## config.mk

```make
export PLATFORM = sky130hd
export DESIGN_NAME = mem_port_arbiter
export DESIGN_NICKNAME = d
export VERILOG_FILES = /design/src/rtl/mem_port_arbiter.sv
export SDC_FILE = /design/constraint.sdc
export NUM_CORES = 1
export LEC_CHECK = 0
export ABC_AREA = 1
export ABC_CLOCK_PERIOD_IN_PS = 1340
export CAP_MARGIN = 20
export CORE_AREA = 2 2 108 110
export CTS_CLUSTER_DIAMETER = 50
export DETAILED_ROUTE_END_ITERATION = 10
export DIE_AREA = 0 0 110 112
export DONT_BUFFER_PORTS = 1
export MAX_ROUTING_LAYER = met4
export PLACE_DENSITY = 0.37
export SYNTH_ARGS = -nofsm -noshare
export SYNTH_HDL_FRONTEND = slang
export SYNTH_SLANG_ARGS = --single-unit
export TNS_END_PERCENT = 30
```

## constraint.sdc

```tcl
create_clock -name clk -period 1.34 [get_ports clk]
set_input_delay 0.201 -clock clk [delete_from_list [all_inputs] [get_ports clk]]
set_output_delay 0.201 -clock clk [all_outputs]
set_load 0.005 [all_outputs]
```

## src/rtl/mem_port_arbiter.sv

```systemverilog
// Arbitrates a single-ported synchronous memory between instruction fetch and load/store.
// Build option ARB_ROUND_ROBIN_EN: alternating priority on contention instead of ls priority + starve counter.
module mem_port_arbiter #(
   parameter int ADDR_W     = 32,
   parameter int DATA_W     = 32,
   parameter int MEM_LAT    = 1,
   parameter int STARVE_MAX = 4
) (
   input  logic                clk,
   input  logic                reset,
   input  logic                flush,
   input  logic                if_req,
   input  logic [ADDR_W-1:0]   if_addr,
   output logic                if_gnt,
   output logic                if_rvalid,
   output logic [DATA_W-1:0]   if_rdata,
   input  logic                ls_req,
   input  logic                ls_we,
   input  logic [ADDR_W-1:0]   ls_addr,
   input  logic [DATA_W-1:0]   ls_wdata,
   input  logic [DATA_W/8-1:0] ls_be,
   output logic                ls_gnt,
   output logic                ls_rvalid,
   output logic [DATA_W-1:0]   ls_rdata,
   output logic                mem_en,
   output logic                mem_we,
   output logic [ADDR_W-1:0]   mem_addr,
   output logic [DATA_W-1:0]   mem_wdata,
   output logic [DATA_W/8-1:0] mem_be,
   input  logic [DATA_W-1:0]   mem_rdata,
   output logic                busy
);

   localparam logic [1:0] ST_WAKE  = 2'd0;
   localparam logic [1:0] ST_RUN   = 2'd1;
   localparam logic [1:0] ST_DRAIN = 2'd2;

   logic [1:0]         state;
   logic [MEM_LAT-1:0] tag_valid;
   logic [MEM_LAT-1:0] tag_owner;   // 1 = load/store, 0 = fetch
   logic [MEM_LAT-1:0] tag_killed;
   logic               fetch_req;
   logic               in_flight;
   logic               rd_gnt;
   logic               ex_valid;
   logic               ex_owner;
   logic               ex_killed;

   // A flushed fetch request is stale, so it never competes for the slot.
   assign fetch_req = if_req & ~flush;
   assign in_flight = |tag_valid;

`ifdef ARB_ROUND_ROBIN_EN
   logic last_ls;

   always_comb begin
      if_gnt = 1'b0;
      ls_gnt = 1'b0;
      if (state == ST_RUN) begin
         if (fetch_req && ls_req) begin
            if_gnt = last_ls;
            ls_gnt = ~last_ls;
         end else begin
            if_gnt = fetch_req;
            ls_gnt = ls_req;
         end
      end
   end

   always_ff @(posedge clk or negedge reset) begin
      if (!reset)
         last_ls <= 1'b1;
      else if (state == ST_RUN && fetch_req && ls_req)
         last_ls <= ls_gnt;
   end
`else
   localparam logic [3:0] STARVE_LIM = 4'(STARVE_MAX);
   logic [3:0] starve_cnt;

   always_comb begin
      if_gnt = 1'b0;
      ls_gnt = 1'b0;
      if (state == ST_RUN) begin
         if (fetch_req && ls_req) begin
            if_gnt = (starve_cnt == STARVE_LIM);
            ls_gnt = (starve_cnt != STARVE_LIM);
         end else begin
            if_gnt = fetch_req;
            ls_gnt = ls_req;
         end
      end
   end

   always_ff @(posedge clk or negedge reset) begin
      if (!reset)
         starve_cnt <= '0;
      else if (!if_req || flush || if_gnt)
         starve_cnt <= '0;
      else if (state == ST_RUN && starve_cnt != STARVE_LIM)
         starve_cnt <= starve_cnt + 4'd1;
   end
`endif

   always_comb begin
      mem_en    = if_gnt | ls_gnt;
      mem_we    = ls_gnt & ls_we;
      mem_addr  = '0;
      mem_wdata = '0;
      mem_be    = '0;
      if (if_gnt) begin
         mem_addr = if_addr;
      end else if (ls_gnt) begin
         mem_addr  = ls_addr;
         mem_wdata = ls_wdata;
         mem_be    = ls_be;
      end
   end

   assign rd_gnt = if_gnt | (ls_gnt & ~ls_we);

   always_ff @(posedge clk or negedge reset) begin
      if (!reset) begin
         tag_valid  <= '0;
         tag_owner  <= '0;
         tag_killed <= '0;
      end else begin
         tag_valid[0]  <= rd_gnt;
         tag_owner[0]  <= ls_gnt;
         tag_killed[0] <= 1'b0;
         for (int unsigned i = 1; i < MEM_LAT; i++) begin
            tag_valid[i]  <= tag_valid[i-1];
            tag_owner[i]  <= tag_owner[i-1];
            tag_killed[i] <= tag_killed[i-1] | (flush & ~tag_owner[i-1]);
         end
      end
   end

   // The exiting stage is killed combinationally so a flush also drops data returning this cycle.
   assign ex_valid  = tag_valid[MEM_LAT-1];
   assign ex_owner  = tag_owner[MEM_LAT-1];
   assign ex_killed = tag_killed[MEM_LAT-1];
   assign if_rvalid = ex_valid & ~ex_owner & ~ex_killed & ~flush;
   assign ls_rvalid = ex_valid & ex_owner;
   assign if_rdata  = if_rvalid ? mem_rdata : '0;
   assign ls_rdata  = ls_rvalid ? mem_rdata : '0;

   always_ff @(posedge clk or negedge reset) begin
      if (!reset)
         state <= ST_WAKE;
      else begin
         case (state)
            ST_WAKE:  state <= ST_RUN;
            ST_RUN:   if (flush) state <= ST_DRAIN;
            ST_DRAIN: if (!in_flight && !flush) state <= ST_RUN;
            default:  state <= ST_WAKE;
         endcase
      end
   end

   assign busy = reset & ((state != ST_RUN) | in_flight);

endmodule

```

==> flow_metrics.env, run 1 <==
export IMPL_unrepaired_setup_endpoints_after_global_routing="yes"
export IMPL_final_setup_skew_ps=1.46
export IMPL_setup_worst_path_start_class="flip-flop"
export IMPL_cts_tree="built"
export IMPL_fin_setup_tns_ps=-28350
export IMPL_drt_pass1_iter_count=4
export IMPL_floorplan_initialDensity=0.143
export IMPL_crit_required_ps=1140
export IMPL_met3_wirelength_um=780
export IMPL_cts_clk_slew_worst_paths_ps=40
export IMPL_timing_final_hold_violations=0
export IMPL_placed_cell_areas_mm2=0.00184
export IMPL_hold_worst_slack_ps=71.7
export IMPL_synth_top_cells_by_count="sky130_fd_sc_hd__nand2_1, sky130_fd_sc_hd__nor2_1, sky130_fd_sc_hd__inv_1"
export IMPL_layout_area_overhead_vs_synth_pct=45.8
export IMPL_largest_fanout_of_any_net_on_the_critical_path=7
export IMPL_power_mw=2.73
export IMPL_post_synth_main_area_contributors="sky130_fd_sc_hd__nand2_1, sky130_fd_sc_hd__nor2_1, sky130_fd_sc_hd__inv_1"
export IMPL_path_class="flip-flop to output pin"
export IMPL_synth_area_mm2=0.00160
export IMPL_synth_xor_area_share=0.00549
export IMPL_critPathArrivalTime_ps=1520
export IMPL_clock_fmax_mhz=580
export IMPL_groute_usage_overall=0.107
export IMPL_rows=39
export IMPL_antenna_found_initial=0
export IMPL_synth_top_family_by_area="simple AND/OR/NAND/NOR gates"
export IMPL_maximum_number_of_pins_on_one_net_before_global_route_repair=34
export IMPL_stdcell_count=508
export IMPL_die_x_extent_um=110
export IMPL_violations="setup timing"
export IMPL_gp_congestion=0.773
export IMPL_finalWorstPathRequiredPeriod_ps=1730
export IMPL_cts_path_max_buffers=2
export IMPL_timing_final_setup_violations=106
export IMPL_clock_tree_htree_level_count=1
export IMPL_tightest_slew_ps=388
export IMPL_detailroute_via_count=2069
export IMPL_yosys_register_bits=8
export IMPL_synthMostInstantiatedCell="sky130_fd_sc_hd__nand2_1"
export IMPL_antenna_cells_inserted=0
export IMPL_io_pin_count=277
export IMPL_grt_pass1_wl_um=9630
export IMPL_number_of_enable_type_register_cells_in_the_synthesized_netlist=0
export IMPL_clock_insertion_delay_worst_skew_ps=230
export IMPL_synth_largest_area_cell="sky130_fd_sc_hd__nand2_1"
export IMPL_drc=0
export IMPL_hold_path_class="primary input to flip-flop"
export IMPL_numClockSinks=8
export IMPL_static_leakage_power_nw=1.37
export IMPL_finalCritPeriodShare=1.29
export IMPL_timing_max_transition_violations_final=0
export IMPL_met2_length_um=3990
export IMPL_post_synthesis_net_count=488
export IMPL_yosys_synthesis_warning_count=0
export IMPL_async_reset_ff_frac=1.00
export IMPL_power_per_cell_area_mw_per_mm2=1170
export IMPL_status="finished, violations left"
export IMPL_grt_pass1_vias=1815
export IMPL_drt_first_iter_violations=72
export IMPL_cts_root_buf="sky130_fd_sc_hd__clkbuf_16"
export IMPL_wl_met1_um=2510
export IMPL_synth_cells=348
export IMPL_place_hpwl_um=5820
export IMPL_tritoncts_num_buffers=3
export IMPL_syn_avg_cell_area_um2=4.59
export IMPL_top_layer="met4"
export IMPL_total_die_area_mm2=0.0123
export IMPL_detail_route_vias_per_cell=4.07
export IMPL_end_kind="output pin"
export IMPL_drv_max_cap_violation_count=0
export IMPL_fin_ws_ps=-385
export IMPL_timing_max_slew_rel_slack=0.740
export IMPL_layout_nets=507
export IMPL_share_of_synthesized_cell_area_in_full_adder_half_adder_and_majority_cells=0.0157
export IMPL_synth_seq_area_share=0.125
export IMPL_postLayoutCellArea_mm2=0.00233
export IMPL_synth_simple_gate_area_share=0.557
export IMPL_place_ws_ps=-293
export IMPL_ir_drop_mv=0.441
export IMPL_final_fill_count=1274
export IMPL_placement_io_buffers=0
export IMPL_grt_remaining_overflow=0
export IMPL_final_layout_size_suffix_gt1_frac=0.307
export IMPL_detail_route_wirelength_um=7330
export IMPL_dominantRegCellSynth="sky130_fd_sc_hd__dfrtp_1"
export IMPL_synth_compound_area_share=0.0227
export IMPL_synth_lib_cells_used_distinct=21
export IMPL_netlist_area_leader_share=0.266
export IMPL_synth_area_mux_share=0
export IMPL_drt_antenna_violating_nets=0
export IMPL_post_route_util=0.208
export IMPL_die_height_um=112
export IMPL_routedWlPerCell_um=14.4
export IMPL_core_area_mm2=0.0112
export IMPL_placed_cells=492
-- metal layers --
layer,vias up,GRT usage
li1,1001,-
met4,0,0.0228
met5,-,-
met1,902,0.106
met3,5,0.0293
met2,161,0.204
-- logic make-up (layout without fill, tap and decap cells) --
family,after synthesis,after routing
flip-flops,8,8
buffers and inverters,99,116
AND/OR/NAND/NOR,231,231
XOR/XNOR,1,1
AO/OA/AOI/OAI,7,7
adder cells (fa/ha/maj),2,2
-- critical path, cell delays in order (launching register included) --
cell,delay [ps]
sky130_fd_sc_hd__dfrtp_1,380
sky130_fd_sc_hd__inv_2,80
sky130_fd_sc_hd__ha_4,150
sky130_fd_sc_hd__nand2_1,50
sky130_fd_sc_hd__nor2_1,80
sky130_fd_sc_hd__nand2_1,60
sky130_fd_sc_hd__nand2_2,100
sky130_fd_sc_hd__buf_6,160
sky130_fd_sc_hd__clkbuf_16,160
sky130_fd_sc_hd__nand2_2,50
-- worst paths after layout --
kind,startpoint,end,slack [ps],cells past startpoint
worst min-delay path,ls_we,ex_valid,70,1
min in group asynchronous,reset,starve_cnt[2],330,1
worst min register to register,state[0],state[0],520,1
worst max-delay path,starve_cnt[0],mem_en,-390,9
worst max register to register,starve_cnt[0],ex_valid,-70,9
max in group asynchronous,reset,ex_owner,740,1
-- area by class of cell --
| class | instances | area (um^2) | share of cell area |
|---|---|---|---|
| timing repair buffer | 28 | 348 | 0.149 |
| multi-input combinational | 241 | 1190 | 0.510 |
| clock buffer | 3 | 75.1 | 0.0323 |
| inverter | 83 | 322 | 0.138 |
| tap | 143 | 179 | 0.0769 |
| timing repair inverter | 2 | 17.5 | 0.00753 |
| sequential | 8 | 200 | 0.0860 |
-- timing repair --
action	4_1_cts	5_1_grt
endpoints found under the setup margin	105	108
resized for setup	67	27
hold buffers	1	0
buffers inserted	5	3
pin swaps	6	0
cloned	4	1
endpoints found under the hold margin	8	0
-- state kept, by name, summed over array words and instances (netlist names) --
signal,count
starve_cnt,4
ex_owner,1
state,2
ex_valid,1
-- power by group --
part           internal, mW  switching (mW)
Sequential            0.296          0.0435
Combinational         0.754            1.13
Clock                 0.385           0.122
-- placed cells by master (no fill, tap or decap), types with 4 or more instances in the layout --
cell                        synthesis  final
sky130_fd_sc_hd__dfrtp_1            8      8
sky130_fd_sc_hd__inv_1             80     77
sky130_fd_sc_hd__buf_4              2     16
sky130_fd_sc_hd__nor2_4             0      6
sky130_fd_sc_hd__inv_2              2      4
sky130_fd_sc_hd__nand2_2            3     31
sky130_fd_sc_hd__o21ai_0            5      4
sky130_fd_sc_hd__nor2_1           109     71
sky130_fd_sc_hd__nor2_2             1     33
sky130_fd_sc_hd__buf_12             0      5
sky130_fd_sc_hd__nand2_1          113     84
sky130_fd_sc_hd__clkbuf_16          0      4
Note: power is estimated with default switching activity, not from simulation.
==> run 2, diff against run 1 <==
- ABC_CLOCK_PERIOD_IN_PS: 1340 -> not set
==> results of run 2 <==
Final layout, timing and power as in run 1 (identical DEF).
